<file path="config.mk">
export PLATFORM = sky130hd
export DESIGN_NAME = select_mask_writer
export DESIGN_NICKNAME = d
export VERILOG_FILES = /design/src/rtl/select_mask_pkg.sv /design/src/rtl/select_window_cmp.sv /design/src/rtl/select_mask_writer.sv
export SDC_FILE = /design/constraint.sdc
export NUM_CORES = 1
export LEC_CHECK = 0
export ABC_CLOCK_PERIOD_IN_PS = 3500
export CAP_MARGIN = 15
export CORE_MARGIN = 1
export CORE_UTILIZATION = 56
export CTS_BUF_LIST = sky130_fd_sc_hd__clkbuf_8
export CTS_CLUSTER_DIAMETER = 150
export CTS_CLUSTER_SIZE = 14
export DETAILED_ROUTE_END_ITERATION = 12
export GPL_TIMING_DRIVEN = 0
export PLACE_DENSITY = 0.91
export SYNTH_ARGS = -nofsm -noshare
export SYNTH_HDL_FRONTEND = slang
export SYNTH_SLANG_ARGS = --single-unit
</file>
<file path="constraint.sdc">
create_clock -name clk -period 3.5 [get_ports clk]
set_input_delay 1.05 -clock clk [delete_from_list [all_inputs] [get_ports clk]]
set_output_delay 1.05 -clock clk [all_outputs]
set_load 0.05 [all_outputs]
</file>
<file path="src/rtl/select_mask_pkg.sv">
// select_mask_pkg: shared state type and sizing constants for the select mask writer
package select_mask_pkg;
    localparam int MASK_DEPTH = 256;
    localparam int ADDR_W     = 8;
    localparam int NUM_CH     = 3;
    typedef enum logic [1:0] {IDLE, WRITE, DONE} state_t;
endpackage

</file>
<file path="src/rtl/select_window_cmp.sv">
// select_window_cmp: inclusive address window test, wrapping when start > end
import select_mask_pkg::*;
module select_window_cmp (
    input  logic [ADDR_W-1:0] i_start,
    input  logic [ADDR_W-1:0] i_end,
    input  logic [ADDR_W-1:0] i_addr,
    output logic              o_hit
);
    // A reversed window covers the top of the space and wraps back to the bottom
    always_comb
        o_hit = (i_start <= i_end) ? (i_addr >= i_start && i_addr <= i_end)
                                   : (i_addr >= i_start || i_addr <= i_end);
endmodule

</file>
<file path="src/rtl/select_mask_writer.sv">
// select_mask_writer: writes a 256-entry, 3-channel window mask on each request;
// SELECT_MASK_COUNT_EN adds per-channel population counts of the last pass.
import select_mask_pkg::*;
module select_mask_writer (
    input  logic              clk,
    input  logic              rst,
    input  logic [ADDR_W-1:0] start_position_1,
    input  logic [ADDR_W-1:0] start_position_2,
    input  logic [ADDR_W-1:0] start_position_3,
    input  logic [ADDR_W-1:0] end_position_1,
    input  logic [ADDR_W-1:0] end_position_2,
    input  logic [ADDR_W-1:0] end_position_3,
    input  logic              position_3_error_sig,
    input  logic              position_gen_en,
    output logic              wr_en,
    output logic [ADDR_W-1:0] wr_addr,
    output logic [NUM_CH-1:0] wr_data,
    output logic              rd_ready,
`ifdef SELECT_MASK_COUNT_EN
    output logic [8:0]        mask_count_1,
    output logic [8:0]        mask_count_2,
    output logic [8:0]        mask_count_3,
`endif
    output logic              busy
);
    state_t            r_state, w_next;
    logic              r_gen_d, r_pend, r_err3;
    logic [ADDR_W-1:0] r_addr;
    logic [ADDR_W-1:0] r_start [NUM_CH];
    logic [ADDR_W-1:0] r_end   [NUM_CH];
    logic [ADDR_W-1:0] w_start [NUM_CH];
    logic [ADDR_W-1:0] w_end   [NUM_CH];
    logic [NUM_CH-1:0] w_hit;
    logic              w_rise, w_last, w_enter, w_busy;

    assign w_start = '{start_position_1, start_position_2, start_position_3};
    assign w_end   = '{end_position_1, end_position_2, end_position_3};
    assign w_rise  = position_gen_en & ~r_gen_d;
    assign w_busy  = r_state == WRITE;
    assign w_last  = w_busy && r_addr == ADDR_W'(MASK_DEPTH - 1);

    // Enter a pass on a fresh rise outside WRITE, or chain straight into one at the end of a pass if requested
    always_comb begin
        w_enter = w_busy ? (w_last & (r_pend | w_rise)) : w_rise;
        w_next  = w_enter ? WRITE : (w_last ? DONE : r_state);
    end

    // State, address counter, pending request and the positions frozen for the current pass
    always_ff @(posedge clk) begin
        if (rst) begin
            r_state <= IDLE;
            r_gen_d <= 1'b0;
            r_pend  <= 1'b0;
            r_addr  <= '0;
            r_err3  <= 1'b0;
            r_start <= '{default: '0};
            r_end   <= '{default: '0};
        end else begin
            r_state <= w_next;
            r_gen_d <= position_gen_en;
            r_pend  <= w_enter ? 1'b0 : (r_pend | (w_busy & w_rise));
            r_addr  <= w_enter ? '0 : (w_busy ? r_addr + 1'b1 : r_addr);
            if (w_enter) begin
                r_start <= w_start;
                r_end   <= w_end;
                r_err3  <= position_3_error_sig;
            end
        end
    end

    for (genvar k = 0; k < NUM_CH; k++) begin : g_cmp
        select_window_cmp u_cmp (
            .i_start(r_start[k]),
            .i_end  (r_end[k]),
            .i_addr (r_addr),
            .o_hit  (w_hit[k])
        );
    end

    assign wr_en    = w_busy;
    assign busy     = w_busy;
    assign rd_ready = r_state == DONE;
    assign wr_addr  = w_busy ? r_addr : '0;
    assign wr_data  = w_busy ? (w_hit & {~r_err3, 2'b11}) : '0;

`ifdef SELECT_MASK_COUNT_EN
    logic [8:0] r_acc [NUM_CH];
    logic [8:0] r_cnt [NUM_CH];

    // Accumulate ones during the pass and publish the totals as the last address is written
    always_ff @(posedge clk) begin
        if (rst) begin
            r_acc <= '{default: '0};
            r_cnt <= '{default: '0};
        end else begin
            for (int i = 0; i < NUM_CH; i++) begin
                if (w_last) r_cnt[i] <= r_acc[i] + 9'(wr_data[i]);
                r_acc[i] <= w_enter ? 9'd0 : (w_busy ? r_acc[i] + 9'(wr_data[i]) : r_acc[i]);
            end
        end
    end

    assign mask_count_1 = r_cnt[0];
    assign mask_count_2 = r_cnt[1];
    assign mask_count_3 = r_cnt[2];
`endif
endmodule
</file>
==> results <==
layer usage:
| layer | GRT usage, % | part of all wire, % |
|---|---|---|
| met1 | 35.0 | 39 |
| met4 | 16.4 | 5.2 |
| met3 | 6.83 | 6.9 |
| met5 | 0 | 0 |
| met2 | 53.5 | 48 |
power breakdown:
group / switching, uW / internal, uW / leakage (uW)
logic: 258 / 213 / 0.00152
clock network: 290 / 340 / 0.000107
registers: 32.0 / 733 / 0.000504
what timing repair did:
action / 4_1_cts / 5_1_grt
buffers inserted: 0 / 3
pin swaps: 0 / 3
resized for setup: 34 / 11
endpoints found under the setup margin: 11 / 4
layout make-up:
| type | count | share of cell area (%) |
|---|---|---|
| tap | 96 | 2.43 |
| timing repair buffer | 67 | 13.2 |
| sequential | 61 | 25.0 |
| multi-input combinational | 368 | 49.4 |
| clock buffer | 10 | 2.78 |
| clock inverter | 6 | 1.09 |
| inverter | 50 | 3.84 |
| buffer | 21 | 2.25 |
critical path, delay by kind of cell (launching register included):
kind / cells / cell delay, ns
flip-flops: 1 / 0.51
AND/OR/NAND/NOR: 1 / 0.24
buffers and inverters: 1 / 0.19
adder cells (fa/ha/maj): 2 / 0.64
AO/OA/AOI/OAI: 3 / 0.43
layout by cell type, fill, tap and decap left out, types with 4 or more instances in the layout:
master and count:
a21o_1 4, a21oi_1 78, and2_1 8, buf_2 11
buf_4 4, clkbuf_1 7, clkbuf_8 10, clkdlybuf4s50_1 52
clkinv_2 4, dfxtp_1 52, dfxtp_2 6, dlygate4sd2_1 8
ha_1 73, inv_1 50, nand2_1 109, nand3_1 7
nand4_1 17, nor2_1 12, nor2b_1 5, o211ai_1 6
o21ai_0 8, o22ai_1 4, xor2_1 4
cells by family (layout without fill, tap and decap cells):
group / after synthesis / in the layout
buf+inv: 71 / 154
flops: 61 / 61
mux: 2 / 2
simple gates: 172 / 172
compound gates: 113 / 113
fa+ha+maj: 74 / 74
xor+xnor: 7 / 7
metrics by stage:
stage                     area (sq um)  cells  power, uW  util [%]  setup TNS (ns)
after global routing              4950    679       1950      72.9        -0.00404
after global placement            4720    660       1210      69.4          -0.793
after CTS                         4900    676       1850      72.2               0
final                             4950    679       1870      72.9               0
after floorplan                   3960    500       1080         -               0
after detailed placement          4720    660       1230      69.4           -1.03
final timing paths:
check,start,endpoint,slack [ns],cells past startpoint
setup / recovery,r_addr[7]$_SDFFE_PP0P_,wr_data[2],0.07,7
hold / removal,r_end[21]$_SDFFE_PP0P_,r_end[21]$_SDFFE_PP0P_,0.46,2
setup reg to reg,r_addr[1]$_SDFFE_PP0P_,r_end[6]$_SDFFE_PP0P_,1.51,9
hold reg to reg,r_end[21]$_SDFFE_PP0P_,r_end[21]$_SDFFE_PP0P_,0.46,2
registers in the layout, summed over array words and instances (netlist names):
signal   flops
r_gen_d      1
r_err3       1
r_state      2
r_addr       8
r_pend       1
r_end       24
r_start     24
==> results by group <==
Timing
  – Max Slew Vio Count: 0
  – Final worst slack: 0.0692 ns
  – Tmin final: 3.43 ns
  – Final hold violation count: 0
  – Max Clock Skew: 0.00759 ns
  – Min Hold Slack: 0.457 ns
  – Worst-Margin Slew: 0.572 ns
  – Setup violations, final: 0
  – Fin crit share: between 90% and 100%
  – Max-slew headroom: 61.9%
  – Fmax: 0.291 GHz

Logic synthesis
  – Most used DFF post-synth: dfxtp_1
  – Main combinational cell family by area after synthesis: adder cells
  – #FFs+latches synth: 61
  – Cell Area, Synth: 0.00395 sq mm
  – Synth area leaders: dfxtp_1 (31%), ha_1 (23%), nand2_1 (10%), a21oi_1 (9.9%), inv_1 (4.8%)
  – Yosys warns: 0
  – EDFF count, synth: 0
  – Yosys top cell area share: between 30% and 40%
  – Mux contribution to synthesized area: 0.507%
  – Top cells by count, synth: nand2_1 (109), a21oi_1 (78), ha_1 (73)
  – Ys async rst share: 0%
  – Leading area contributor after synthesis: dfxtp_1
  – Syn Area/Cell: 7.90 sq um
  – Count leader, synth: nand2_1
  – Adder-cell area share of the yosys netlist: a little under a quarter
  – Synth Area in Simple Gates: between 10% and 20%
  – Synth Area in Compound Gates: 16.1%
  – Netlist cell types: 42
  – Post-synthesis sequential area ratio: between 30% and 40%
  – Syn Nets: approximately 630
  – Post-Synth XOR/XNOR Area: 1.55%
  – Cells after synthesis: 500

Place
  – DP HPWL: 7660 um
  – GPL Wtd Cong: 0.872
  – Buffers on Ports: 64
  – Setup WS pre-CTS: -0.507 ns

Clock network
  – Clock sinks: 61
  – CTS Buffer Depth: 2
  – CTS Buf Count: 9
  – CTS Root Cell: clkbuf_8
  – CTS hold repair buffers: 0
  – Clk_lat worst skew: 0.36 ns
  – Clock-pin slew on the worst setup and hold paths: 0.07 ns
  – H-tree Lvls: 3
  – CTS tree: yes

Final layout
  – Final #Nets: 703
  – Proportion of layout cells with a drive suffix above 1: approximately 8.9%
  – FF/Latch Area: 0.00124 sq mm
  – Filler cell count: 498
  – Area Growth Syn to Fin: 25.5%
  – Ant diodes: 0
  – Footprint of the multi-input gates: about 0.0024 sq mm

Run
  – Max-Cap Viols: 0

Die
  – Initial cell density of the core: 58.1%
  – DIE AREA: 0.00739 sq mm
  – Num rows: 30
  – Die Ht: 86.0 um
  – Die Span X: ~86 um
  – I/O pins: 66
  – Core area: approximately 0.0068 sq mm

Pwr
  – Lkg Pwr: between 0.002 and 0.0025 uW
  – P per Cell Area: 377 mW/mm^2
  – Maximum VDD drop: between 0.2 and 0.25 mV

Worst hold path
  – Hold WC Path Type: reg2reg

GRT
  – First-pass GRT wire length: 17500 um
  – Vias in the first global route: 3833
  – Overall routing resource usage: 30.7%
  – Global route overflow: 0
  – Initial antenna violation count: 0
  – Pin count of the biggest net entering global routing: 13

Detailed routing
  – Final wirelength: 10500 um
  – Remaining DRCs: 0
  – First drt pass iteration count: 5
  – DR WL/cell: around 15 um
  – Vias: 3858
  – Vias per inst: 5.68
  – Iteration-0 DRC Markers: 149
  – Antenna Violating Nets Remaining: 0

Outcome
  – Outcome: complete, no violations

Setup path
  – Worst setup SP type: flop
  – Critical Path AT: 2.38 ns
  – Ordered cell list for the critical path: ha_1, a21oi_1, o21ai_0, o22a_1, maj3_2, nor3b_4, buf_6
  – Critical path type: reg2out
  – Slowest-stage cell, CP: dfxtp_2
  – CP max stage delay: 0.51 ns
  – Critical Path Sink Type: output pin
  – Maximum fanout along the worst path: 9
  – CP required: 2.45 ns
No activity file was read; power rests on OpenSTA's default activity.
